<file path="src/rtl/rc4_pkg.sv">
// Shared RC4 definitions used by the init, shuffle and decrypt stages:
// PRGA state encoding, array sizes and the printable-text range.
package rc4_pkg;

   localparam int KEY_BYTES = 3;
   localparam int S_SIZE    = 256;

   localparam logic [7:0] ASCII_SPACE = 8'h20;
   localparam logic [7:0] ASCII_LO    = 8'h61;
   localparam logic [7:0] ASCII_HI    = 8'h7A;

   typedef enum logic [3:0] {
      ST_IDLE,
      ST_INC_I,
      ST_WAIT_SI,
      ST_CALC_J,
      ST_ADDR_SJ,
      ST_WAIT_SJ,
      ST_LATCH_SJ,
      ST_WR_I,
      ST_WR_J,
      ST_ADDR_F,
      ST_WAIT_F,
      ST_WR_OUT,
      ST_NEXT,
      ST_DONE
   } state_t;

   function automatic logic is_printable(input logic [7:0] b);
      return (b == ASCII_SPACE) || ((b >= ASCII_LO) && (b <= ASCII_HI));
   endfunction

endpackage

</file>
<file path="src/rtl/rc4_decrypt_rd_wait_cnt.sv">
// Loadable down-counter timing the memory read latency; last is high in the
// final cycle of a wait.
module rd_wait_cnt #(
   parameter int W = 8
) (
   input  logic         clk,
   input  logic         reset_n,
   input  logic         load,
   input  logic [W-1:0] load_val,
   output logic         last
);

   localparam logic [W-1:0] ONE = W'(1);

   logic [W-1:0] cnt;

   always_ff @(posedge clk) begin
      if (!reset_n)
         cnt <= '0;
      else if (load)
         cnt <= load_val;
      else if (cnt != '0)
         cnt <= cnt - ONE;
   end

   assign last = (cnt == ONE);

endmodule

</file>
<file path="src/rtl/rc4_decrypt.sv">
// RC4 PRGA + decryption: walks S with the i/j swap, XORs the keystream with
// the ROM ciphertext and writes plaintext. Optional DECRYPT_ASCII_CHECK_EN
// aborts on the first non-lowercase/space plaintext byte.
module rc4_decrypt
   import rc4_pkg::*;
#(
   parameter int MSG_LEN = 32,
   parameter int RD_WAIT = 2
) (
   input  logic       clk,
   input  logic       reset_n,
   input  logic       start,
   input  logic       ack,
   output logic       finished,
   output logic [7:0] s_addr,
   output logic [7:0] s_wrdata,
   output logic       s_wren,
   input  logic [7:0] s_rddata,
   output logic [7:0] rom_addr,
   input  logic [7:0] rom_rddata,
   output logic [7:0] out_addr,
   output logic [7:0] out_wrdata,
   output logic       out_wren,
   output logic       bad_key
);

   localparam logic [7:0] K_LAST   = 8'(MSG_LEN - 1);
   localparam logic [7:0] WAIT_LD  = 8'(RD_WAIT);
   localparam bit         HAS_WAIT = (RD_WAIT > 0);

   state_t     state, state_n;
   logic [7:0] i, j, k, si, sj, enc;
   logic [7:0] i_n, j_n, k_n, si_n, sj_n, enc_n;
   logic [7:0] pt_n;
   logic       wait_load, wait_last;

`ifdef DECRYPT_ASCII_CHECK_EN
   logic bad_set;
`endif

   rd_wait_cnt #(.W(8)) u_wait (
      .clk      (clk),
      .reset_n  (reset_n),
      .load     (wait_load),
      .load_val (WAIT_LD),
      .last     (wait_last)
   );

   always_comb begin
      state_n   = state;
      i_n       = i;
      j_n       = j;
      k_n       = k;
      si_n      = si;
      sj_n      = sj;
      enc_n     = enc;
      wait_load = 1'b0;
`ifdef DECRYPT_ASCII_CHECK_EN
      bad_set   = 1'b0;
`endif
      case (state)
         ST_IDLE: begin
            i_n   = '0;
            j_n   = '0;
            k_n   = '0;
            si_n  = '0;
            sj_n  = '0;
            enc_n = '0;
            if (start) state_n = ST_INC_I;
         end
         ST_INC_I: begin
            i_n = i + 8'd1;
            if (HAS_WAIT) begin
               state_n   = ST_WAIT_SI;
               wait_load = 1'b1;
            end else begin
               state_n = ST_CALC_J;
            end
         end
         ST_WAIT_SI: if (wait_last) state_n = ST_CALC_J;
         ST_CALC_J: begin
            si_n    = s_rddata;
            enc_n   = rom_rddata;
            j_n     = j + s_rddata;
            state_n = ST_ADDR_SJ;
         end
         ST_ADDR_SJ: begin
            if (HAS_WAIT) begin
               state_n   = ST_WAIT_SJ;
               wait_load = 1'b1;
            end else begin
               state_n = ST_LATCH_SJ;
            end
         end
         ST_WAIT_SJ: if (wait_last) state_n = ST_LATCH_SJ;
         ST_LATCH_SJ: begin
            sj_n    = s_rddata;
            state_n = ST_WR_I;
         end
         ST_WR_I: state_n = ST_WR_J;
         ST_WR_J: state_n = ST_ADDR_F;
         ST_ADDR_F: begin
            if (HAS_WAIT) begin
               state_n   = ST_WAIT_F;
               wait_load = 1'b1;
            end else begin
               state_n = ST_WR_OUT;
            end
         end
         ST_WAIT_F: if (wait_last) state_n = ST_WR_OUT;
         ST_WR_OUT: begin
            state_n = ST_NEXT;
`ifdef DECRYPT_ASCII_CHECK_EN
            if (!is_printable(out_wrdata)) begin
               bad_set = 1'b1;
               state_n = ST_DONE;
            end
`endif
         end
         ST_NEXT: begin
            if (k == K_LAST) begin
               state_n = ST_DONE;
            end else begin
               k_n     = k + 8'd1;
               state_n = ST_INC_I;
            end
         end
         ST_DONE: if (ack) state_n = ST_IDLE;
         default: state_n = ST_IDLE;
      endcase
   end

   assign pt_n = s_rddata ^ enc_n;

   // Outputs are registered from the state being entered, using the register
   // values that will hold during that state.
   always_ff @(posedge clk) begin
      if (!reset_n) begin
         state      <= ST_IDLE;
         i          <= '0;
         j          <= '0;
         k          <= '0;
         si         <= '0;
         sj         <= '0;
         enc        <= '0;
         finished   <= 1'b0;
         s_addr     <= '0;
         s_wrdata   <= '0;
         s_wren     <= 1'b0;
         rom_addr   <= '0;
         out_addr   <= '0;
         out_wrdata <= '0;
         out_wren   <= 1'b0;
      end else begin
         state    <= state_n;
         i        <= i_n;
         j        <= j_n;
         k        <= k_n;
         si       <= si_n;
         sj       <= sj_n;
         enc      <= enc_n;
         finished <= (state_n == ST_DONE);
         s_wren   <= 1'b0;
         out_wren <= 1'b0;
         case (state_n)
            ST_INC_I: begin
               s_addr   <= i_n + 8'd1;
               rom_addr <= k_n;
            end
            ST_ADDR_SJ: s_addr <= j_n;
            ST_WR_I: begin
               s_addr   <= i_n;
               s_wrdata <= sj_n;
               s_wren   <= 1'b1;
            end
            ST_WR_J: begin
               s_addr   <= j_n;
               s_wrdata <= si_n;
               s_wren   <= 1'b1;
            end
            ST_ADDR_F: s_addr <= si_n + sj_n;
            ST_WR_OUT: begin
               out_addr   <= k_n;
               out_wrdata <= pt_n;
`ifdef DECRYPT_ASCII_CHECK_EN
               out_wren   <= is_printable(pt_n);
`else
               out_wren   <= 1'b1;
`endif
            end
            default: ;
         endcase
      end
   end

`ifdef DECRYPT_ASCII_CHECK_EN
   always_ff @(posedge clk) begin
      if (!reset_n)
         bad_key <= 1'b0;
      else if ((state == ST_IDLE) && (state_n != ST_IDLE))
         bad_key <= 1'b0;
      else if (bad_set)
         bad_key <= 1'b1;
   end
`else
   assign bad_key = 1'b0;
`endif

endmodule
</file>
<file path="config.mk">
export PLATFORM = sky130hd
export DESIGN_NAME = rc4_decrypt
export DESIGN_NICKNAME = d
export VERILOG_FILES = /design/src/rtl/rc4_pkg.sv /design/src/rtl/rc4_decrypt_rd_wait_cnt.sv /design/src/rtl/rc4_decrypt.sv
export SDC_FILE = /design/constraint.sdc
export NUM_CORES = 1
export LEC_CHECK = 0
export BUFFER_PORTS_ARGS = -buffer_cell sky130_fd_sc_hd__buf_2
export CAP_MARGIN = 15
export CORE_UTILIZATION = 49
export DETAILED_ROUTE_END_ITERATION = 12
export PLACE_DENSITY_LB_ADDON = 0.15
export SYNTH_ARGS = -nofsm -noshare
export SYNTH_HDL_FRONTEND = slang
export SYNTH_HIERARCHICAL = 1
export SYNTH_SLANG_ARGS = --single-unit
</file>
<file path="constraint.sdc">
create_clock -name clk -period 4.4 [get_ports clk]
set_input_delay 0.66 -clock clk [delete_from_list [all_inputs] [get_ports clk]]
set_output_delay 0.66 -clock clk [all_outputs]
set_load 0.1 [all_outputs]
</file>
==> run_results.csv, run 1 <==
group,metric,value,unit
hold_path,min_path_type,"flip-flop to flip-flop",
layout,area_growth,11.9,%
placement,gp_congestion,0.886,
logic_synthesis,synth_top_family_by_area,"compound AO/OA/AOI/OAI gates",
logic_synthesis,synthMuxAreaShare,1.09,%
route,drc,0,
logic_synthesis,syn_area,5760,µm²
layout,fillCellCount,1031,
cts,path_clk_slew,0.08,ns
status,run_status,"complete, no violations",
sta,fin_tns_setup,0,ns
sta,hold_viol,0,
sta,tightest_slew,0.846,ns
logic_synthesis,synthFlopType,"dfxtp_1",
sta,slew_violations,0,
sta,relSlewSlack,43.5,%
power_and_ir_drop,power_density,386,nW/µm²
floorplan,rows,39,
floorplan,initial_core_util,50.4,%
floorplan,ios,64,
layout,n_antenna_cell,0,
grt,grt.overflow.total,0,
route,initialDrtViolationCount,306,
placement,dpl.hpwl,11000,µm
logic_synthesis,synth_xor_area_share,3.95,%
worst_setup_path,cp.required,4.60,ns
grt,antenna_found_initial,0,
power_and_ir_drop,swShare,35.5,%
worst_setup_path,end_kind,"flip-flop",
floorplan,die_width,110,µm
placement,io_buffer_count,62,
worst_setup_path,critPathKind,"flip-flop to flip-flop",
sta,fin_crit_sh,85.1,%
logic_synthesis,synth_seq_cells,103,
grt,grt_max_degree,40,
grt,grt_usage,25.4,%
layout,fin_util,56.5,%
cts,insertion_delay,0.35,ns
route,viasPerCell,5.79,
sta,grt_setup_unrepaired,"false",
logic_synthesis,synth_compound_area_share,25.5,%
logic_synthesis,syn_area_per_cell,8.35,µm²
cts,postCtsSetupBuffers,0,
route,dr.pass1.iters,5,
power_and_ir_drop,leakage,2.61,nW
layout,ff_latch_area,2060,µm²
power_and_ir_drop,power_switching,0.000885,W
logic_synthesis,synth_cell_type_count,82,
grt,grt_pass1_wl,24800,µm
logic_synthesis,syn_inst,690,
power_and_ir_drop,clockPowerShare,31.6,%
route,postRouteAntennaNets,0,
logic_synthesis,yosys.area_share.simple,23.6,%
route,routed_wl,15100,µm
logic_synthesis,synth_fa_ha_area_share,5.04,%
power_and_ir_drop,p_seq_share,42.1,%
floorplan,chipHeight,110,µm
cts,cts.path.max_buffers,2,
logic_synthesis,synth_enable_flop_cells,0,
sta,layout_min_cycle_time,3.74,ns
cts,ctsResizeCount,0,
grt,grt_pass1_vias,4771,
cts,clock_tree.root_cell,"clkbuf_16",
route,routedWlPerCell,17.1,µm
layout,finalNetCount,777,
cts,htree_levels,3,
cts,hold_buffers,0,
cts,cts_buffers,9,
power_and_ir_drop,ir_drop,0.000263,V
power_and_ir_drop,p_int,0.00160,W
power_and_ir_drop,pwr-share-comb,26.3,%
cts,clock-sinks,103,
sta,fin_worst_skew,0.0126,ns
worst_setup_path,worst_setup_path_start_kind,"flip-flop",
sta,setup_viol,0,
logic_synthesis,yosysWarnings,6,
worst_setup_path,path_max_fanout,27,
floorplan,die_area,12200,µm²
route,via_count,5113,
layout,multi_input_area,3460,µm²
floorplan,core_area,11400,µm²
layout,post_route_cells_drive_above_1_share,18.4,%
cts,tritoncts,"yes",
worst_setup_path,arrival,3.94,ns
sta,max_freq,267,MHz
logic_synthesis,ys_seq_area_share,35.8,%
logic_synthesis,async_reset_ff_share,0,%
flow_run,max_cap_violations,0,
[through the flow]
step | total power [W] | hold slack (ns) | cell area [µm²] | setup WS, ns | std cells
after floorplan | 0.00159 | 0.453 | 5790 | 1.37 | 697
after global placement | 0.00171 | 0.436 | 6150 | 0.842 | 867
after detailed placement | 0.00172 | 0.444 | 6150 | 0.739 | 867
after CTS | 0.00250 | 0.452 | 6450 | 0.704 | 883
after global routing | 0.00261 | 0.465 | 6450 | 0.356 | 883
final | 0.00249 | 0.452 | 6450 | 0.656 | 883
[sequential cells by signal, summed over array words and instances, names as in the netlist, 8 cells and up]
register and flops:
out_wrdata 8, s_addr 8, s_wrdata 8, i 8, enc 8, sj 8, out_addr 8, u_wait/cnt 8
j 8, k 8, si 8, rom_addr 8
[cells by family after synthesis]
family                   after synthesis
AO/OA/AOI/OAI                        201
XOR/XNOR                              26
adder cells (fa/ha/maj)               22
buffers and inverters                 63
flip-flops                           103
multiplexers                           6
other                                  2
AND/OR/NAND/NOR                      267
[cells in the final DEF, fill, tap and decap left out, types with 4 or more instances in the layout]
master	n
inv_1	16
dfxtp_1	103
o31ai_1	7
a21oi_1	52
nor2b_1	4
a221oi_2	4
a211oi_2	8
o211ai_1	4
nor2_1	81
clkbuf_16	9
and2_1	20
nand3_1	8
o22ai_1	5
xnor2_1	16
a22oi_1	14
nor3_1	9
nand2b_1	9
a31oi_1	4
ha_1	20
o21a_1	9
nor4_1	4
xor2_1	10
a311oi_1	7
o21bai_1	4
a21o_1	5
nand2_1	88
or3_1	8
a211oi_1	16
buf_2	62
o21ai_0	27
buf_4	10
a22o_1	6
mux2i_1	4
conb_1	9
[area by class of cell]
class                           instances  area share [%]
Clock buffer                           10            3.71
Clock inverter                          6           0.815
Inverter                               18            1.05
Multi-Input combinational cell        531            53.7
Sequential cell                       103            32.0
Tap cell                              143            2.78
Timing Repair Buffer                   72            5.98
[critical path: stages, from the launching register on]
cell and delay [ns]:
dfxtp_1 0.88, inv_1 0.22, nor3_1 0.24, buf_4 0.23, nor2_1 0.18, nand2_1 0.12, nand2_1 0.08, ha_1 0.23
fa_1 0.44, a211oi_1 0.25, o21bai_1 0.11, a21oi_1 0.18, xnor2_1 0.08, a211oi_1 0.27, a211oi_2 0.07
[cell usage after synthesis, types with 5 or more instances]
library cell	number	area, µm²
a211oi_1	16	120
a211oi_2	8	100
a21o_1	5	37.5
a21oi_1	52	260
a22o_1	6	52.6
a22oi_1	14	105
a311oi_1	7	61.3
and2_1	20	125
buf_2	14	70.1
clkbuf_1	24	90.1
dfxtp_1	103	2060
ha_1	20	250
inv_1	16	60.1
nand2_1	88	330
nand2b_1	9	56.3
nand3_1	8	40.0
nor2_1	81	304
nor3_1	10	50.1
o21a_1	9	67.6
o21ai_0	27	135
o22ai_1	5	31.3
o31ai_1	7	52.6
or3_1	8	50.1
xnor2_1	16	140
xor2_1	10	87.6
[final timing paths]
check,start,to,slack (ns),cells past startpoint
max,state[1],s_addr[6],0.66,14
min,out_wrdata[6],out_wrdata[6],0.45,2
max reg2reg,state[1],s_addr[6],0.66,14
min reg2reg,out_wrdata[6],out_wrdata[6],0.45,2
[power groups by stage]
| stage | registers (W) | clock network [W] | logic (W) |
|---|---|---|---|
| 2_1_floorplan | 0.00118 | 0 | 0.000414 |
| 3_3_place_gp | 0.00107 | 0 | 0.000638 |
| 3_5_place_dp | 0.00107 | 0 | 0.000649 |
| 4_1_cts | 0.00105 | 0.000799 | 0.000654 |
| 5_1_grt | 0.00106 | 0.000842 | 0.000712 |
| 6_report | 0.00105 | 0.000786 | 0.000655 |
[metal layers]
layer | part of all wire [%] | vias to the layer above | global-route usage, %
met4 | 2.8 | 0 | 11.3
li1 | - | 2564 | -
met3 | 5.1 | 26 | 3.57
met2 | 45 | 152 | 39.9
met1 | 47 | 2371 | 34.6
met5 | 0 | - | 0
Note: power is estimated with default switching activity, not from simulation.
==> inputs of run 2 (changes only) <==
--- a/config.mk
+++ b/config.mk
@@ -9,6 +9,7 @@
 export CAP_MARGIN = 15
 export CORE_UTILIZATION = 49
 export DETAILED_ROUTE_END_ITERATION = 12
+export MAX_ROUTING_LAYER = met4
 export PLACE_DENSITY_LB_ADDON = 0.15
 export SYNTH_ARGS = -nofsm -noshare
 export SYNTH_HDL_FRONTEND = slang
==> run 2 against run 1 <==
Clock skew is 0.0058 ns lower. Flip-flop and latch count stayed put. Worst hold slack better by 0.0031 ns. Global-route usage is 1.6 points higher. Die area stayed put.
==> run_results.csv, run 2 (synthesized netlist as in run 1, its figures left out) <==
group,metric,value,unit
worst_setup_path,cp.required,4.67,ns
layout,mostFrequentLayoutCells,"103 x dfxtp_1, 88 x nand2_1, 81 x nor2_1",
layout,fin_cells,882,
cts,cts_buffers,9,
sta,layout_min_cycle_time,3.62,ns
hold_path,holdPathEnd,"out_wrdata[4]",
worst_setup_path,arrival,3.88,ns
worst_setup_path,end_kind,"flip-flop",
grt,antenna_found_initial,0,
cts,clock_tree.root_cell,"clkbuf_16",
route,viasPerCell,5.89,
layout,fillCellCount,1085,
placement,dp_cells,866,
floorplan,die_width,110,µm
power_and_ir_drop,ir_drop,0.000267,V
grt,grt_max_degree,40,
route,routed_wl,15800,µm
sta,hold_viol,0,
flow_run,max_cap_violations,0,
sta,max_freq,276,MHz
worst_setup_path,reg2reg_setup_slack,0.78,ns
hold_path,min_from,"out_wrdata[4]",
route,postRouteAntennaNets,0,
route,routedWlPerCell,17.9,µm
power_and_ir_drop,power_density,395,nW/µm²
worst_setup_path,reg2reg_to,"s_addr[5]",
worst_setup_path,r2r_cells,12,
sta,tightest_slew,0.853,ns
cts,path_clk_slew,0.07,ns
floorplan,core_area,11400,µm²
power_and_ir_drop,leakage,2.60,nW
sta,fin_crit_sh,82.2,%
placement,dpl.hpwl,11300,µm
worst_setup_path,worstReg2RegStart,"state[1]",
floorplan,ios,64,
sta,fin_worst_skew,0.00677,ns
sta,setup_viol,0,
cts,insertion_delay,0.35,ns
sta,grt_setup_unrepaired,"false",
floorplan,die_area,12200,µm²
status,run_status,"complete, no violations",
floorplan,initial_core_util,50.4,%
worst_setup_path,worst_setup_path_start_kind,"flip-flop",
grt,grt.overflow.total,0,
layout,n_antenna_cell,0,
layout,fin_util,56.6,%
sta,relSlewSlack,42.9,%
layout,area_growth,12.2,%
layout,post_route_cells_drive_above_1_share,18.3,%
layout,layout_commonest_cell,"dfxtp_1",
worst_setup_path,path_max_fanout,27,
grt,grt_usage,26.9,%
grt,grt_pass1_wl,25400,µm
hold_path,min_path_type,"flip-flop to flip-flop",
placement,post-place-ws,0.834,ns
sta,fin_tns_setup,0,ns
route,via_count,5191,
route,drc,0,
cts,clock-sinks,103,
route,initialDrtViolationCount,328,
worst_setup_path,critPathKind,"flip-flop to flip-flop",
cts,htree_levels,3,
cts,cts.path.max_buffers,2,
cts,tritoncts,"yes",
grt,grt_pass1_vias,4872,
floorplan,rows,39,
placement,gp_congestion,0.870,
cts,hold_buffers,0,
sta,slew_violations,0,
sta,whs,0.455,ns
placement,io_buffer_count,62,
route,dr.pass1.iters,4,
floorplan,chipHeight,110,µm
layout,finalNetCount,776,
cts,ctsResizeCount,0,
cts,postCtsSetupBuffers,0,
sta,worst_slack,0.782,ns
hold_path,hold_path_depth,2,
[run 2: how the worst max path moves through the flow]
stage,startpoint,end,cells past startpoint
after CTS,state[1],s_addr[5],12
after detailed placement,state[1],s_addr[5],12
after global routing,state[1],s_addr[5],12
after floorplan,state[2],s_addr[6],14
after global placement,state[1],s_addr[5],12
final,state[1],s_addr[5],12
[run 2: report_power, final]
| part | total (W) | switching, W | internal, W |
|---|---|---|---|
| Clock | 0.000845 | 0.000378 | 0.000467 |
| Sequential | 0.00105 | 0.0000656 | 0.000985 |
| Combinational | 0.000656 | 0.000444 | 0.000212 |
[run 2: stage by stage]
| step | area [µm²] | power [W] |
|---|---|---|
| floorplan | 5790 | 0.00159 |
| global placement | 6150 | 0.00171 |
| detailed placement | 6150 | 0.00172 |
| CTS | 6460 | 0.00256 |
| global route | 6460 | 0.00265 |
| finish | 6460 | 0.00255 |
[run 2: layer usage]
| layer | up-vias | track usage (%) | part of all wire, % |
|---|---|---|---|
| met5 | - | - | 0 |
| met4 | 0 | 11.4 | 2.6 |
| met3 | 30 | 3.57 | 4.7 |
| met2 | 156 | 42.9 | 47 |
| met1 | 2449 | 34.4 | 46 |
| li1 | 2556 | - | - |
[run 2: critical path: stages, from the launching register on]
cell and delay, ns:
dfxtp_1 0.87, nor4_1 0.15, buf_4 0.22, nor2_1 0.55, nand2_1 0.11, o21ai_0 0.24
ha_1 0.34, a211oi_1 0.27, o21bai_1 0.14, a21oi_1 0.19, xnor2_1 0.14, o22ai_1 0.11
a221oi_2 0.20
[run 2: cell type report]
class	instances	area [µm²]	share of cell area, %
Multi-Input combinational cell	531	3460	53.6
Sequential cell	103	2060	31.9
Tap cell	143	179	2.77
Clock buffer	10	239	3.70
Clock inverter	6	76.3	1.18
Timing Repair Buffer	71	378	5.85
Inverter	18	67.6	1.05
==> inputs of run 3 (changes only) <==
==> constraint.sdc (replaced) <==
create_clock -name clk -period 3 [get_ports clk]
set_input_delay 0.45 -clock clk [delete_from_list [all_inputs] [get_ports clk]]
set_output_delay 0.45 -clock clk [all_outputs]
set_load 0.1 [all_outputs]
==> run 3 against run 2 <==
Clock skew is 0.0019 ns higher. Die area stayed put. Global-route usage is 0.25 points lower. Utilization is 1.6 points higher. First-iteration DRC count is 15% higher.
==> run_results.csv, run 3 (synthesized netlist as in run 1, its figures left out) <==
group,metric,value,unit
route,drc,0,
placement,dpl_cell_area,6310,µm²
worst_setup_path,reg2reg_setup_slack,0.20,ns
layout,finalNetCount,798,
cts,cts.path.max_buffers,2,
power_and_ir_drop,swShare,34.6,%
flow_run,max_cap_violations,0,
floorplan,initial_core_util,50.4,%
cts,cts_buffers,9,
placement,gp_congestion,0.921,
cts,hold_buffers,0,
route,routedWlPerCell,17.2,µm
worst_setup_path,crit_slowest_cell,"dfxtp_2",
power_and_ir_drop,p_int,0.00244,W
grt,grt_pass1_wl,25100,µm
worst_setup_path,cp_cell_sequence,"nor4bb_4, nor2_1, buf_4, a22o_1, ha_1, a211oi_1, o21bai_1, a21oi_1, xnor2_1, a211oi_2, a211oi_2",
layout,layout_commonest_cell,"dfxtp_1",
route,initialDrtViolationCount,376,
power_and_ir_drop,pwr-share-comb,27.2,%
layout,mostFrequentLayoutCells,"100 x dfxtp_1, 88 x nand2_1, 80 x nor2_1",
worst_setup_path,cp-startpoint,"state[1]",
layout,n_antenna_cell,0,
layout,stdcell_area,6640,µm²
floorplan,ios,64,
placement,post-place-ws,0.0116,ns
layout,post_route_cells_drive_above_1_share,21.6,%
worst_setup_path,crit_path_max_incr_delay,0.39,ns
sta,worst_slack,0.195,ns
worst_setup_path,critPathKind,"flip-flop to flip-flop",
worst_setup_path,arrival,3.02,ns
sta,relSlewSlack,54.4,%
sta,hold_viol,0,
cts,htree_levels,3,
sta,layout_min_cycle_time,2.80,ns
floorplan,die_width,110,µm
sta,fin_tns_setup,0,ns
worst_setup_path,crit_top_cell,"a211oi_2",
worst_setup_path,reg2reg_to,"s_addr[6]",
cts,postCtsSetupBuffers,0,
floorplan,chipHeight,110,µm
power_and_ir_drop,p_seq_share,40.9,%
cts,tritoncts,"yes",
cts,clock_tree.root_cell,"clkbuf_16",
route,viasPerCell,5.82,
power_and_ir_drop,power_switching,0.00129,W
worst_setup_path,endpoint,"s_addr[6]",
sta,fin_worst_skew,0.00866,ns
layout,area_growth,15.3,%
placement,dpl.hpwl,11500,µm
grt,grt_pass1_vias,4917,
sta,max_freq,357,MHz
route,dr.pass1.iters,5,
power_and_ir_drop,power_density,563,nW/µm²
floorplan,die_area,12200,µm²
worst_setup_path,path_delay_family,"compound AO/OA/AOI/OAI gates",
worst_setup_path,path_max_fanout,23,
sta,tightest_slew,0.683,ns
sta,grt_setup_unrepaired,"false",
hold_path,min_path_type,"input pin to flip-flop",
power_and_ir_drop,ir_drop,0.000423,V
worst_setup_path,end_kind,"flip-flop",
route,via_count,5254,
worst_setup_path,r2r_cells,11,
power_and_ir_drop,clockPowerShare,31.9,%
worst_setup_path,worstReg2RegStart,"state[1]",
grt,grt_usage,26.7,%
placement,io_buffer_count,62,
floorplan,core_area,11400,µm²
cts,path_clk_slew,0.07,ns
floorplan,rows,39,
cts,clock-sinks,103,
grt,grt_max_degree,31,
sta,setup_viol,0,
worst_setup_path,crit_buf_inv,1,
power_and_ir_drop,leakage,2.72,nW
grt,grt.overflow.total,0,
worst_setup_path,cp.depth,11,
grt,antenna_found_initial,0,
worst_setup_path,cp.required,3.22,ns
cts,insertion_delay,0.36,ns
sta,slew_violations,0,
route,postRouteAntennaNets,0,
status,run_status,"complete, no violations",
route,routed_wl,15600,µm
sta,fin_crit_sh,93.5,%
worst_setup_path,worst_setup_path_start_kind,"flip-flop",
## run 3: cell types whose count changed in the layout (fill, tap and decap cells not counted), moves of 3 or more
cell	previous run	this run
buf_4	9	31
dfxtp_1	103	100
dfxtp_2	0	3
o21ai_0	27	24
## run 3: worst reg2reg max path: stages (launching register included)
cell      delay (ns)
dfxtp_2         0.39
nor4bb_4        0.32
nor2_1          0.11
buf_4           0.23
a22o_1          0.25
ha_1            0.37
a211oi_1        0.30
o21bai_1        0.11
a21oi_1         0.18
xnor2_1         0.10
a211oi_2        0.24
a211oi_2        0.06
## run 3: power by group through the flow
| stage | Sequential [W] | Combinational [W] | Clock, W |
|---|---|---|---|
| 3_3_place_gp | 0.00155 | 0.000985 | 0 |
| 4_1_cts | 0.00153 | 0.00101 | 0.00121 |
| 2_1_floorplan | 0.00173 | 0.000608 | 0 |
| 6_report | 0.00153 | 0.00102 | 0.00119 |
| 3_5_place_dp | 0.00156 | 0.00100 | 0 |
| 5_1_grt | 0.00154 | 0.00109 | 0.00127 |
## run 3: worst min path at each step
| stage | from | endpoint | slack (ns) | cells past startpoint |
|---|---|---|---|---|
| 6_report | rom_rddata[3] | enc[3] | 0.39 | 3 |
| 5_1_grt | rom_rddata[2] | enc[2] | 0.41 | 3 |
| 4_1_cts | rom_rddata[3] | enc[3] | 0.38 | 3 |
| 3_5_place_dp | out_wrdata[4] | out_wrdata[4] | 0.45 | 2 |
| 3_3_place_gp | out_wrdata[7] | out_wrdata[7] | 0.44 | 2 |
| 2_1_floorplan | j[5] | j[5] | 0.45 | 2 |
## run 3: metal layers
| metal | vias to the layer above | GRT usage, % | routed length (µm) |
|---|---|---|---|
| li1 | 2594 | - | - |
| met1 | 2466 | 33.2 | 7140 |
| met2 | 150 | 40.8 | 6970 |
| met3 | 44 | 4.28 | 722 |
| met4 | 0 | 15.9 | 724 |
| met5 | - | - | 0 |
## run 3: through the flow
| step | hold slack (ns) | utilization, % | instances | total power, W |
|---|---|---|---|---|
| after floorplan | 0.453 | - | 697 | 0.00233 |
| after global placement | 0.437 | 55.3 | 888 | 0.00254 |
| after detailed placement | 0.448 | 55.3 | 888 | 0.00256 |
| after CTS | 0.380 | 57.9 | 903 | 0.00375 |
| after global routing | 0.412 | 58.2 | 903 | 0.00391 |
| final | 0.386 | 58.2 | 903 | 0.00374 |
## run 3: repair_timing
item                       CTS  global route
gates cloned                 0             0
resized for setup            1            11
pin swaps                    0             0
setup endpoints to repair    1             4
## run 3: layout make-up
cell class | instances | area (µm²)
clock inverters | 6 | 68.8
clock buffers | 9 | 225
fillers | 1052 | 4780
inverters | 18 | 67.6
multi-input cells | 531 | 3490
flip-flops and latches | 103 | 2070
repair buffers | 93 | 543
well taps | 143 | 179
